$ cat config.mk
export PLATFORM = sky130hd
export DESIGN_NAME = muldiv_unit_flat
export DESIGN_NICKNAME = d
export VERILOG_FILES = /design/src/rtl/riscv_m_pkg.sv /design/src/rtl/muldiv_unit_if.sv /design/src/rtl/muldiv_iter.sv /design/src/rtl/muldiv_unit.sv /design/src/flat_wrapper.sv
export SDC_FILE = /design/constraint.sdc
export NUM_CORES = 1
export LEC_CHECK = 0
export CAP_MARGIN = 20
export CELL_PAD_IN_SITES_DETAIL_PLACEMENT = 1
export CELL_PAD_IN_SITES_GLOBAL_PLACEMENT = 1
export CORE_MARGIN = 2
export CORE_UTILIZATION = 35
export CTS_CLUSTER_DIAMETER = 100
export DETAILED_ROUTE_END_ITERATION = 12
export GPL_TIMING_DRIVEN = 0
export PLACE_DENSITY = 0.78
export SYNTH_ARGS = -nofsm -noshare
export SYNTH_HDL_FRONTEND = slang
export SYNTH_SLANG_ARGS = --single-unit
$ cat constraint.sdc
create_clock -name clk -period 4.3 [get_ports clk]
set_input_delay 0.43 -clock clk [delete_from_list [all_inputs] [get_ports clk]]
set_output_delay 0.43 -clock clk [all_outputs]
set_load 0.1 [all_outputs]
$ cat src/rtl/riscv_m_pkg.sv
// Shared RISC-V M-extension encodings and sequencer states, imported by the
// decode, issue and multiply/divide logic.
package riscv_m_pkg;

    typedef enum logic [2:0] {
        OpMul    = 3'b000,
        OpMulh   = 3'b001,
        OpMulhsu = 3'b010,
        OpMulhu  = 3'b011,
        OpDiv    = 3'b100,
        OpDivu   = 3'b101,
        OpRem    = 3'b110,
        OpRemu   = 3'b111
    } m_op_e;

    typedef enum logic [1:0] {
        StIdle = 2'b00,
        StCalc = 2'b01,
        StDone = 2'b10
    } m_state_e;

    function automatic logic op_is_div(m_op_e op);
        return op inside {OpDiv, OpDivu, OpRem, OpRemu};
    endfunction

    function automatic logic op_is_rem(m_op_e op);
        return op inside {OpRem, OpRemu};
    endfunction

    function automatic logic rs1_signed(m_op_e op);
        return op inside {OpMul, OpMulh, OpMulhsu, OpDiv, OpRem};
    endfunction

    function automatic logic rs2_signed(m_op_e op);
        return op inside {OpMul, OpMulh, OpDiv, OpRem};
    endfunction

endpackage

$ cat src/rtl/muldiv_unit_if.sv
// Issue/result handshake bundle between the issue stage and the mul/div unit.
interface muldiv_unit_if #(
    parameter int unsigned XLEN  = 32,
    parameter int unsigned TAG_W = 5
);
    logic             in_valid;
    logic             in_ready;
    logic [2:0]       in_op;
    logic [XLEN-1:0]  in_rs1;
    logic [XLEN-1:0]  in_rs2;
    logic [TAG_W-1:0] in_tag;
    logic             flush;
    logic             out_valid;
    logic             out_ready;
    logic [XLEN-1:0]  out_result;
    logic [TAG_W-1:0] out_tag;
    logic             busy;

    modport master (
        output in_valid, in_op, in_rs1, in_rs2, in_tag, flush, out_ready,
        input  in_ready, out_valid, out_result, out_tag, busy
    );

    modport slave (
        input  in_valid, in_op, in_rs1, in_rs2, in_tag, flush, out_ready,
        output in_ready, out_valid, out_result, out_tag, busy
    );
endinterface

$ cat src/rtl/muldiv_iter.sv
// One radix-2 step: shift-add multiply on {hi, lo}, or restoring divide with
// hi as partial remainder and lo shifting dividend out / quotient in.
module muldiv_iter #(
    parameter int unsigned XLEN = 32
) (
    input  logic            is_div_i,
    input  logic [XLEN-1:0] hi_i,
    input  logic [XLEN-1:0] lo_i,
    input  logic [XLEN-1:0] opnd_i,
    output logic [XLEN-1:0] hi_o,
    output logic [XLEN-1:0] lo_o
);
    logic [XLEN:0] sum;
    logic [XLEN:0] rem_sh;
    logic [XLEN:0] diff;

    always_comb begin
        sum    = {1'b0, hi_i} + (lo_i[0] ? {1'b0, opnd_i} : '0);
        rem_sh = {hi_i, lo_i[XLEN-1]};
        diff   = rem_sh - {1'b0, opnd_i};
        if (is_div_i) begin
            // hi stays below the divisor, so diff's top bit is a clean borrow flag
            if (diff[XLEN]) begin
                hi_o = rem_sh[XLEN-1:0];
                lo_o = {lo_i[XLEN-2:0], 1'b0};
            end else begin
                hi_o = diff[XLEN-1:0];
                lo_o = {lo_i[XLEN-2:0], 1'b1};
            end
        end else begin
            hi_o = sum[XLEN:1];
            lo_o = {sum[0], lo_i[XLEN-1:1]};
        end
    end
endmodule

$ cat src/rtl/muldiv_unit.sv
// Iterative RISC-V M multiply/divide unit: magnitude datapath with sign fix-up,
// divide fast paths, valid/ready result hold and flush.
module muldiv_unit
    import riscv_m_pkg::*;
#(
    parameter int unsigned XLEN  = 32,
    parameter int unsigned TAG_W = 5
) (
    input logic          clk,
    input logic          rst,
    muldiv_unit_if.slave bus
);
    localparam int unsigned CntW = $clog2(XLEN);
    localparam logic [XLEN-1:0] MinNeg = {1'b1, {(XLEN-1){1'b0}}};

    m_state_e         state_q, state_d;
    m_op_e            op_q, op_d;
    logic             sign_res_q, sign_res_d;
    logic             sign_rem_q, sign_rem_d;
    logic [XLEN-1:0]  opnd_q, opnd_d;
    logic [XLEN-1:0]  hi_q, hi_d;
    logic [XLEN-1:0]  lo_q, lo_d;
    logic [XLEN-1:0]  result_q, result_d;
    logic [TAG_W-1:0] tag_q, tag_d;
    logic [TAG_W-1:0] out_tag_q, out_tag_d;
    logic [CntW-1:0]  cnt_q, cnt_d;

    m_op_e             op_in;
    logic              s1, s2, accept, div_zero, div_ovf, iter_is_div;
    logic [XLEN-1:0]   mag1, mag2, fast_res, hi_n, lo_n, quot_s, rem_s, final_res;
    logic [2*XLEN-1:0] prod_s;

    assign op_in       = m_op_e'(bus.in_op);
    assign iter_is_div = op_is_div(op_q);

    muldiv_iter #(
        .XLEN(XLEN)
    ) u_iter (
        .is_div_i(iter_is_div),
        .hi_i    (hi_q),
        .lo_i    (lo_q),
        .opnd_i  (opnd_q),
        .hi_o    (hi_n),
        .lo_o    (lo_n)
    );

    always_comb begin
        accept   = bus.in_valid && (state_q == StIdle) && !bus.flush;
        s1       = rs1_signed(op_in) && bus.in_rs1[XLEN-1];
        s2       = rs2_signed(op_in) && bus.in_rs2[XLEN-1];
        mag1     = s1 ? -bus.in_rs1 : bus.in_rs1;
        mag2     = s2 ? -bus.in_rs2 : bus.in_rs2;
        div_zero = op_is_div(op_in) && (bus.in_rs2 == '0);
        div_ovf  = (op_in inside {OpDiv, OpRem}) && (bus.in_rs1 == MinNeg) && (&bus.in_rs2);
        if (div_zero) fast_res = op_is_rem(op_in) ? bus.in_rs1 : '1;
        else          fast_res = op_is_rem(op_in) ? '0 : bus.in_rs1;

        // Sign fix-up uses the final iteration's outputs so DONE is entered directly
        prod_s = sign_res_q ? -{hi_n, lo_n} : {hi_n, lo_n};
        quot_s = sign_res_q ? -lo_n : lo_n;
        rem_s  = sign_rem_q ? -hi_n : hi_n;
        case (op_q)
            OpMul:                     final_res = prod_s[XLEN-1:0];
            OpMulh, OpMulhsu, OpMulhu: final_res = prod_s[2*XLEN-1:XLEN];
            OpRem, OpRemu:             final_res = rem_s;
            default:                   final_res = quot_s;
        endcase
    end

    always_comb begin
        state_d    = state_q;
        op_d       = op_q;
        sign_res_d = sign_res_q;
        sign_rem_d = sign_rem_q;
        opnd_d     = opnd_q;
        hi_d       = hi_q;
        lo_d       = lo_q;
        result_d   = result_q;
        tag_d      = tag_q;
        out_tag_d  = out_tag_q;
        cnt_d      = cnt_q;
        unique case (state_q)
            StIdle: begin
                if (accept) begin
                    // Multiply is commutative, so both ops load rs1 into lo and rs2 as operand
                    op_d       = op_in;
                    sign_res_d = s1 ^ s2;
                    sign_rem_d = s1;
                    opnd_d     = mag2;
                    hi_d       = '0;
                    lo_d       = mag1;
                    tag_d      = bus.in_tag;
                    cnt_d      = '0;
                    if (div_zero || div_ovf) begin
                        state_d   = StDone;
                        result_d  = fast_res;
                        out_tag_d = bus.in_tag;
                    end else begin
                        state_d = StCalc;
                    end
                end
            end
            StCalc: begin
                hi_d  = hi_n;
                lo_d  = lo_n;
                cnt_d = cnt_q + CntW'(1);
                if (cnt_q == CntW'(XLEN - 1)) begin
                    state_d   = StDone;
                    result_d  = final_res;
                    out_tag_d = tag_q;
                    cnt_d     = '0;
                end
            end
            StDone: begin
                if (bus.out_ready) state_d = StIdle;
            end
            default: state_d = StIdle;
        endcase
        if (bus.flush) begin
            state_d   = StIdle;
            result_d  = result_q;
            out_tag_d = out_tag_q;
            cnt_d     = '0;
        end
    end

    always_ff @(posedge clk) begin
        if (!rst) begin
            state_q    <= StIdle;
            op_q       <= OpMul;
            sign_res_q <= 1'b0;
            sign_rem_q <= 1'b0;
            opnd_q     <= '0;
            hi_q       <= '0;
            lo_q       <= '0;
            result_q   <= '0;
            tag_q      <= '0;
            out_tag_q  <= '0;
            cnt_q      <= '0;
        end else begin
            state_q    <= state_d;
            op_q       <= op_d;
            sign_res_q <= sign_res_d;
            sign_rem_q <= sign_rem_d;
            opnd_q     <= opnd_d;
            hi_q       <= hi_d;
            lo_q       <= lo_d;
            result_q   <= result_d;
            tag_q      <= tag_d;
            out_tag_q  <= out_tag_d;
            cnt_q      <= cnt_d;
        end
    end

    assign bus.in_ready   = (state_q == StIdle);
    assign bus.busy       = (state_q != StIdle);
    assign bus.out_valid  = (state_q == StDone);
    assign bus.out_result = result_q;
    assign bus.out_tag    = out_tag_q;
endmodule

$ cat src/flat_wrapper.sv
// flat-port wrapper written by rule: the top's interface ports become plain ports
module muldiv_unit_flat import riscv_m_pkg::*;
#(
    parameter int unsigned XLEN  = 32,
    parameter int unsigned TAG_W = 5
)
  (clk, rst, bus_in_valid, bus_in_op, bus_in_rs1, bus_in_rs2, bus_in_tag, bus_flush, bus_out_ready, bus_in_ready, bus_out_valid, bus_out_result, bus_out_tag, bus_busy);
  muldiv_unit_if #(.XLEN(XLEN), .TAG_W(TAG_W)) bus_i ();
  input logic clk;
  input logic rst;
  input wire logic [$bits(bus_i.in_valid)-1:0] bus_in_valid;
  input wire logic [$bits(bus_i.in_op)-1:0] bus_in_op;
  input wire logic [$bits(bus_i.in_rs1)-1:0] bus_in_rs1;
  input wire logic [$bits(bus_i.in_rs2)-1:0] bus_in_rs2;
  input wire logic [$bits(bus_i.in_tag)-1:0] bus_in_tag;
  input wire logic [$bits(bus_i.flush)-1:0] bus_flush;
  input wire logic [$bits(bus_i.out_ready)-1:0] bus_out_ready;
  output wire logic [$bits(bus_i.in_ready)-1:0] bus_in_ready;
  output wire logic [$bits(bus_i.out_valid)-1:0] bus_out_valid;
  output wire logic [$bits(bus_i.out_result)-1:0] bus_out_result;
  output wire logic [$bits(bus_i.out_tag)-1:0] bus_out_tag;
  output wire logic [$bits(bus_i.busy)-1:0] bus_busy;
  assign bus_i.in_valid = bus_in_valid;
  assign bus_i.in_op = bus_in_op;
  assign bus_i.in_rs1 = bus_in_rs1;
  assign bus_i.in_rs2 = bus_in_rs2;
  assign bus_i.in_tag = bus_in_tag;
  assign bus_i.flush = bus_flush;
  assign bus_i.out_ready = bus_out_ready;
  assign bus_in_ready = bus_i.in_ready;
  assign bus_out_valid = bus_i.out_valid;
  assign bus_out_result = bus_i.out_result;
  assign bus_out_tag = bus_i.out_tag;
  assign bus_busy = bus_i.busy;
  muldiv_unit #(.XLEN(XLEN), .TAG_W(TAG_W)) u_core (.clk(clk), .rst(rst), .bus(bus_i));
endmodule
# Word level (Yosys, flattened, before mapping)
# Index checks and enable logic that the tools add are counted.
[word_totals]
ff_bits = 150
latch_bits = 0
mem_bits_rw = 0
mem_bits_ro = 0
in_bits = 77
out_inout_bits = 40
wordCells = 106
memories = 0
[op_classes]
add_sub_neg = 8
n_mul = 0
div = 0
n_lt_le_gt_ge = 0
n_eq_ne = 21
n_shift = 0
muxes = 34
bitwise = 3
reduce_logical = 29
[op_table]
columns = ["operator", "n"]
rows = [
  ["32-bit two-way mux", 16],
  ["32-bit case mux with 2 select lines", 3],
  ["32-bit negation", 4],
  ["32-bit case mux with 3 select lines", 1],
  ["64-bit two-way mux", 1],
  ["64-bit negation", 1],
  ["32-bit by 33-bit adder with 33-bit output", 1],
  ["33-bit by 32-bit subtractor with 33-bit output", 1],
  ["32-bit == test, second input constant", 1],
  ["32-bit logical NOT", 1],
  ["32-bit AND reduction", 1],
  ["5-bit two-way mux", 5],
  ["3-bit == test, second input constant", 8],
  ["5-bit case mux with 2 select lines", 2],
  ["4-bit nonzero test", 3],
  ["3-bit by 2-bit == test with 1-bit output, second input constant", 3],
  ["2-bit two-way mux", 4],
  ["2-bit nonzero test", 4],
  ["1-bit logical AND", 7],
  ["3-bit by 1-bit == test with 1-bit output, second input constant", 2],
  ["3-bit logical NOT", 2],
  ["2-bit by 1-bit != test with 1-bit output, second input constant", 3],
  ["2-bit case mux with 3 select lines", 1],
  ["5-bit by 1-bit adder with 5-bit output, second input constant", 1],
  ["other kinds (16)", 19],
]

# Depth between registers and ports, before layout
[logic_depth]
word_depth = 8
depth_mapped = 21
mapped_depth_nobuf = 21

# By module
# A second synthesis with hierarchy kept.
[unflattened]
cells_unflattened = 2178
hier_area_um2 = 15678.8
[modules_own_cells]
columns = ["mod", "instances", "cells_each", "area_per_inst_um2", "seq_area_each_um2"]
rows = [
  ["muldiv_unit", 1, 1490, 10857.9, 3002.9],
  ["muldiv_iter", 1, 688, 4820.9, 0.0],
]

# Least setup slack after synthesis
# Ideal clock, no wire load.
[synth_path]
path_type = "reg-to-reg"
from = "register u_core.lo_q[31]"
to = "register u_core.result_q[16] (netlist: u_core.bus.out_result[16])"
setup_time_ps = 118
t_arrival_ps = 4667
required_ps = 4182
setup_slack_ps = -484
path_stages_with_launch = 20
n_path_buf = 1
period_less_slack_ps = 4784
path_cell_list = "dfxtp_1 > inv_1 > ha_1 > fa_1 > nand2b_1 > a21oi_1 > o21a_4 > o211a_4 > a2111oi_4 > a21oi_1 > ha_1 > o211ai_1 > nand4b_1 > or4_1 > or4b_1 > buf_2 > o31ai_1 > xor2_1 > o221ai_1 > a22o_1"
[synth_between]
elab_chain_cells = 8
elab_cells_between_ends = 14
cone_classes = "add/sub (4); mux (10)"
[synth_lines]
columns = ["element", "line", "text"]
rows = [
  ["start: declaration", "muldiv_unit.sv:22", "logic [XLEN-1:0] lo_q, lo_d;"],
  ["start signal: assignment", "muldiv_unit.sv:147", "lo_q <= lo_d;"],
  ["33-bit by 32-bit subtractor with 33-bit output", "muldiv_iter.sv:20", "diff = rem_sh - {1'b0, opnd_i};"],
  ["1-bit two-way mux or 32-bit two-way mux (tied branches)", "muldiv_iter.sv:23", "if (diff[XLEN]) begin"],
  ["32-bit two-way mux", "muldiv_iter.sv:21", "if (is_div_i) begin"],
  ["64-bit negation, or another cell as far along", "muldiv_unit.sv:59", "prod_s = sign_res_q ? -{hi_n, lo_n} : {hi_n, lo_n};"],
  ["64-bit two-way mux, or another cell as far along", "muldiv_unit.sv:59", ""],
  ["32-bit case mux with 3 select lines *", "muldiv_unit.sv:62", "case (op_q)"],
  ["32-bit two-way mux *", "muldiv_unit.sv:107", "if (cnt_q == CntW'(XLEN - 1)) begin"],
  ["32-bit case mux with 2 select lines *", "muldiv_unit.sv:82", "unique case (state_q)"],
  ["end signal: assignment", "muldiv_unit.sv:148", "result_q <= result_d;"],
  ["end: declaration", "muldiv_unit.sv:23", "logic [XLEN-1:0] result_q, result_d;"],
]
# Every way passes the cells marked *; elsewhere a longest branch is shown, timed or not. The select of a mux whose other input is x is not followed.
# A chain may end at the register's enable or synchronous reset.

# Final worst setup path
[layout_path]
from = "register u_core.opnd_q[23]"
to = "register u_core.result_q[20] (netlist: u_core.bus.out_result[20])"
[layout_between]
elab_chain_cells = 8
elab_cells_between_ends = 14
cone_classes = "add/sub (4); mux (10)"
[layout_lines]
columns = ["element", "line", "text"]
rows = [
  ["start: declaration", "muldiv_unit.sv:20", "logic [XLEN-1:0] opnd_q, opnd_d;"],
  ["start signal: assignment", "muldiv_unit.sv:145", "opnd_q <= opnd_d;"],
  ["33-bit by 32-bit subtractor with 33-bit output *", "muldiv_iter.sv:20", ""],
  ["1-bit two-way mux or 32-bit two-way mux (tied branches)", "muldiv_iter.sv:23", ""],
  ["32-bit two-way mux", "muldiv_iter.sv:21", ""],
  ["64-bit negation, or another cell as far along", "muldiv_unit.sv:59", ""],
  ["64-bit two-way mux, or another cell as far along", "muldiv_unit.sv:59", ""],
  ["32-bit case mux with 3 select lines *", "muldiv_unit.sv:62", ""],
  ["32-bit two-way mux *", "muldiv_unit.sv:107", ""],
  ["32-bit case mux with 2 select lines *", "muldiv_unit.sv:82", ""],
]
# Marks and branches as above.

==> flow_summary.ini <==
[floorplanning]
die_y_um = 218
dieArea_sq_mm = 0.0473
fp.coreArea_sq_mm = 0.0452
die_x_um = 218
ios = 117
row_count = 78
initial_core_util_pct = 35.3

[cells_and_area]
drive_gt1_share_pct = 22.6
final_util_pct = 47.4
area_growth_pct = 34.2
nNetsFinal = 2571

[clocking]
clk_pin_slew_ns = 0.08
clock-root-buffer = clkbuf_16
cts_made_buffers = 17
tritoncts = yes
htree_levels = 4
cts_hold_buf = 0
clock_sinks = 150
clock_latency_ns = 0.50
ctsLongestPathBuffers = 2

[critical_path]
endpoint = u_core.bus.out_result[20]
r2r-start = u_core.opnd_q[23]
crit_slowest_cell = or4b_4
critPathCaptureType = register
critPathRequiredTime_ns = 4.67
setup.worst_path.start = u_core.opnd_q[23]
r2r_end = u_core.bus.out_result[20]
crit_buf_inv = 3
cp_max_fo = 8
cp.arrival_ns = 5.34
cp.depth = 19
cp_cell_sequence = inv_4, ha_4, nand4_1, nor4_4, buf_4, a22o_4, o21a_4, a2111oi_4, a21oi_2, ha_2, o211ai_1, nand4b_1, or4_4, or4b_4, buf_12, o31ai_2, xnor2_1, a221oi_4, nor2_1
cp_top_family = simple AND/OR/NAND/NOR gates
r2r_setup_slack_ns = -0.67
criticalPathCategory = register to register
ff2ff_path_depth = 19
cp-start-kind = register
max_stage_delay_ns = 0.56

[detailed_routing]
drt_pass1_iterations = 6
initialDrtViolationCount = 2233
vias = 19500
drt-total-wl_mm = 87.0
avgViaCountPerCell = 6.41
ant_nets = 0
drc = 0
routedWlPerCell_um = 28.7

[sta]
hold_viol = 0
rsz0062_at_grt = yes
finClkSkew_ns = 0.0183
slew_viol_final = 0
tns_ns = -11.85
fin_crit_ns = 4.97
relSlewSlack_pct = 23.4
period_share_pct = 116
tightest_slew_ns = 1.15
fmax_mhz = 201
setup_viol = 30
layout_setup_ws_ns = -0.670

[place]
gp_congestion = 1.01
dpl_worst_slack_ns = -1.79
port_buffers = 115
dpl.hpwl_mm = 64.3

[yosys]
synthArstFlopShare_pct = 0
synth_edf_count = 0
synth_cells = 2157
synthesis.nets = 2307
yosys_register_bits = 150
synth-main-ff-cell = dfxtp_1
synth-seq-area-share_pct = 18.8
synth_top_area_share_pct = 18.8
synth_common_cells = 251 x nand2_1, 169 x o21ai_0, 150 x dfxtp_1, 142 x a21oi_1, 129 x nor2_1
syn_area_per_cell_sq_um = 7.40
yosys.area.top_type = dfxtp_1
synth_area_leaders = dfxtp_1 19%, nand2_1 5.9%, ha_1 5.6%
synth.most_common_cell = nand2_1
yosys_warnings = 0
synthDistinctLibCells = 115
synthesis.area_sq_mm = 0.0160

[grt]
antenna_found_initial = 6
grt_usage_pct = 35.4
grt_max_degree = 19
grt_pass1_vias = 19300
overflow = 0
grt_first_pass_wirelength_mm = 125

[pwr]
p_leak_nw = 8.04
power_w = 0.00543
ir_drop_uv = 339
p_per_area_mw_per_mm2 = 253

[status]
status = complete, but fails checks
violations = negative setup slack

[min_path]
hp-class = register to register

[job]
drv_cap = 0
[worst register-to-register path, cell delays in order, from the launching register on]
cell       delay [ns]
dfxtp_4          0.43
inv_4            0.05
ha_4             0.28
nand4_1          0.16
nor4_4           0.30
buf_4            0.20
a22o_4           0.18
o21a_4           0.17
a2111oi_4        0.08
a21oi_2          0.17
ha_2             0.21
o211ai_1         0.15
nand4b_1         0.32
or4_4            0.49
or4b_4           0.56
buf_12           0.18
o31ai_2          0.20
xnor2_1          0.13
a221oi_4         0.49
nor2_1           0.10
[power by group]
part	internal [W]	switching (W)	total, W
registers	0.00143	0.0000892	0.00152
logic	0.000869	0.00141	0.00228
clock network	0.000786	0.000838	0.00162
total	0.00309	0.00234	0.00543
[state kept, by name (all words and copies together), names as in the netlist, 2 cells and up]
register / count
u_core.bus.out_result: 32
u_core.lo_q: 32
u_core.bus.out_tag: 5
u_core.cnt_q: 5
u_core.state_q: 2
u_core.hi_q: 32
u_core.opnd_q: 32
u_core.tag_q: 5
u_core.op_q: 3
[metrics by stage]
stage          hold slack, ns  instance area, sq um  instances
6_report                0.470                 21400       3036
5_1_grt                 0.496                 21400       3034
4_1_cts                 0.471                 20200       2992
3_5_place_dp            0.468                 18100       2872
3_3_place_gp            0.453                 18100       2872
2_1_floorplan           0.428                 16200       2157
[worst min path at each step]
stage / start / to / slack (ns) / depth (start not counted)
2_1_floorplan: u_core.cnt_q[3] / u_core.cnt_q[3] / 0.43 / 1
3_3_place_gp: u_core.tag_q[4] / u_core.tag_q[4] / 0.45 / 2
3_5_place_dp: u_core.tag_q[2] / u_core.tag_q[2] / 0.47 / 2
4_1_cts: u_core.bus.out_result[0] / u_core.bus.out_result[0] / 0.47 / 2
5_1_grt: u_core.bus.out_result[0] / u_core.bus.out_result[0] / 0.50 / 2
6_report: u_core.bus.out_result[0] / u_core.bus.out_result[0] / 0.47 / 2
[routing by layer]
| metal | global-route usage [%] | part of all wire, % | vias to the layer above |
|---|---|---|---|
| met1 | 47.1 | 41 | 9621 |
| met2 | 54.8 | 44 | 1064 |
| li1 | - | - | 8517 |
| met3 | 8.02 | 9.9 | 260 |
| met5 | 0 | 0.011 | - |
| met4 | 14.9 | 5.0 | 2 |
[cell usage in the layout, fill, tap and decap left out, drive strengths merged, types with 8 or more instances in the layout]
cell	instances
a22oi	29
and2	81
o211ai	38
buf	169
xor2	99
nor2b	43
o21ai	180
nand3b	9
dfxtp	150
xnor2	73
o21a	17
o31ai	23
a221oi	23
mux2i	37
clkbuf	116
nor4	20
nand4	35
or4	17
a22o	19
nand3	58
o211a	43
or2	9
o41ai	11
or3	31
a211oi	20
clkdlybuf4s50	115
a21o	18
nand2	251
nor2	130
a31oi	27
nand2b	22
ha	71
a21boi	18
a21oi	146
nor3b	8
nor3	50
inv	79
o221ai	39
[what timing repair did]
action                                  4_1_cts  5_1_grt
hold endpoints to repair                      0        0
gates resized for setup                     238      197
pin swaps                                   101       97
buffers inserted                             94       51
endpoints found under the setup margin       55       37
[logic make-up (layout without fill, tap and decap cells)]
kind of cell               Yosys count  in the layout  synth area share [%]
buffers and inverters              210            487                  5.53
muxes                               44             44                  2.88
xor gates and xnor gates           172            172                  9.44
DFF                                150            150                  18.8
adders and majority gates           73             73                  5.82
and+or+nand+nor                    786            786                  25.5
AOI/OAI and AO/OA                  722            722                  32.0
other                                0              2                     0
[area by class of cell]
class / count / area, sq um
antenna: 2 / 5.00
buffer: 132 / 714
clock buffer: 17 / 425
clock inverter: 15 / 178
fill: 5435 / 23800
inverter: 72 / 278
multi-input combinational: 1797 / 13700
sequential: 150 / 3100
tap: 600 / 751
timing repair buffer: 251 / 2240
No activity file was read; power rests on OpenSTA's default activity.
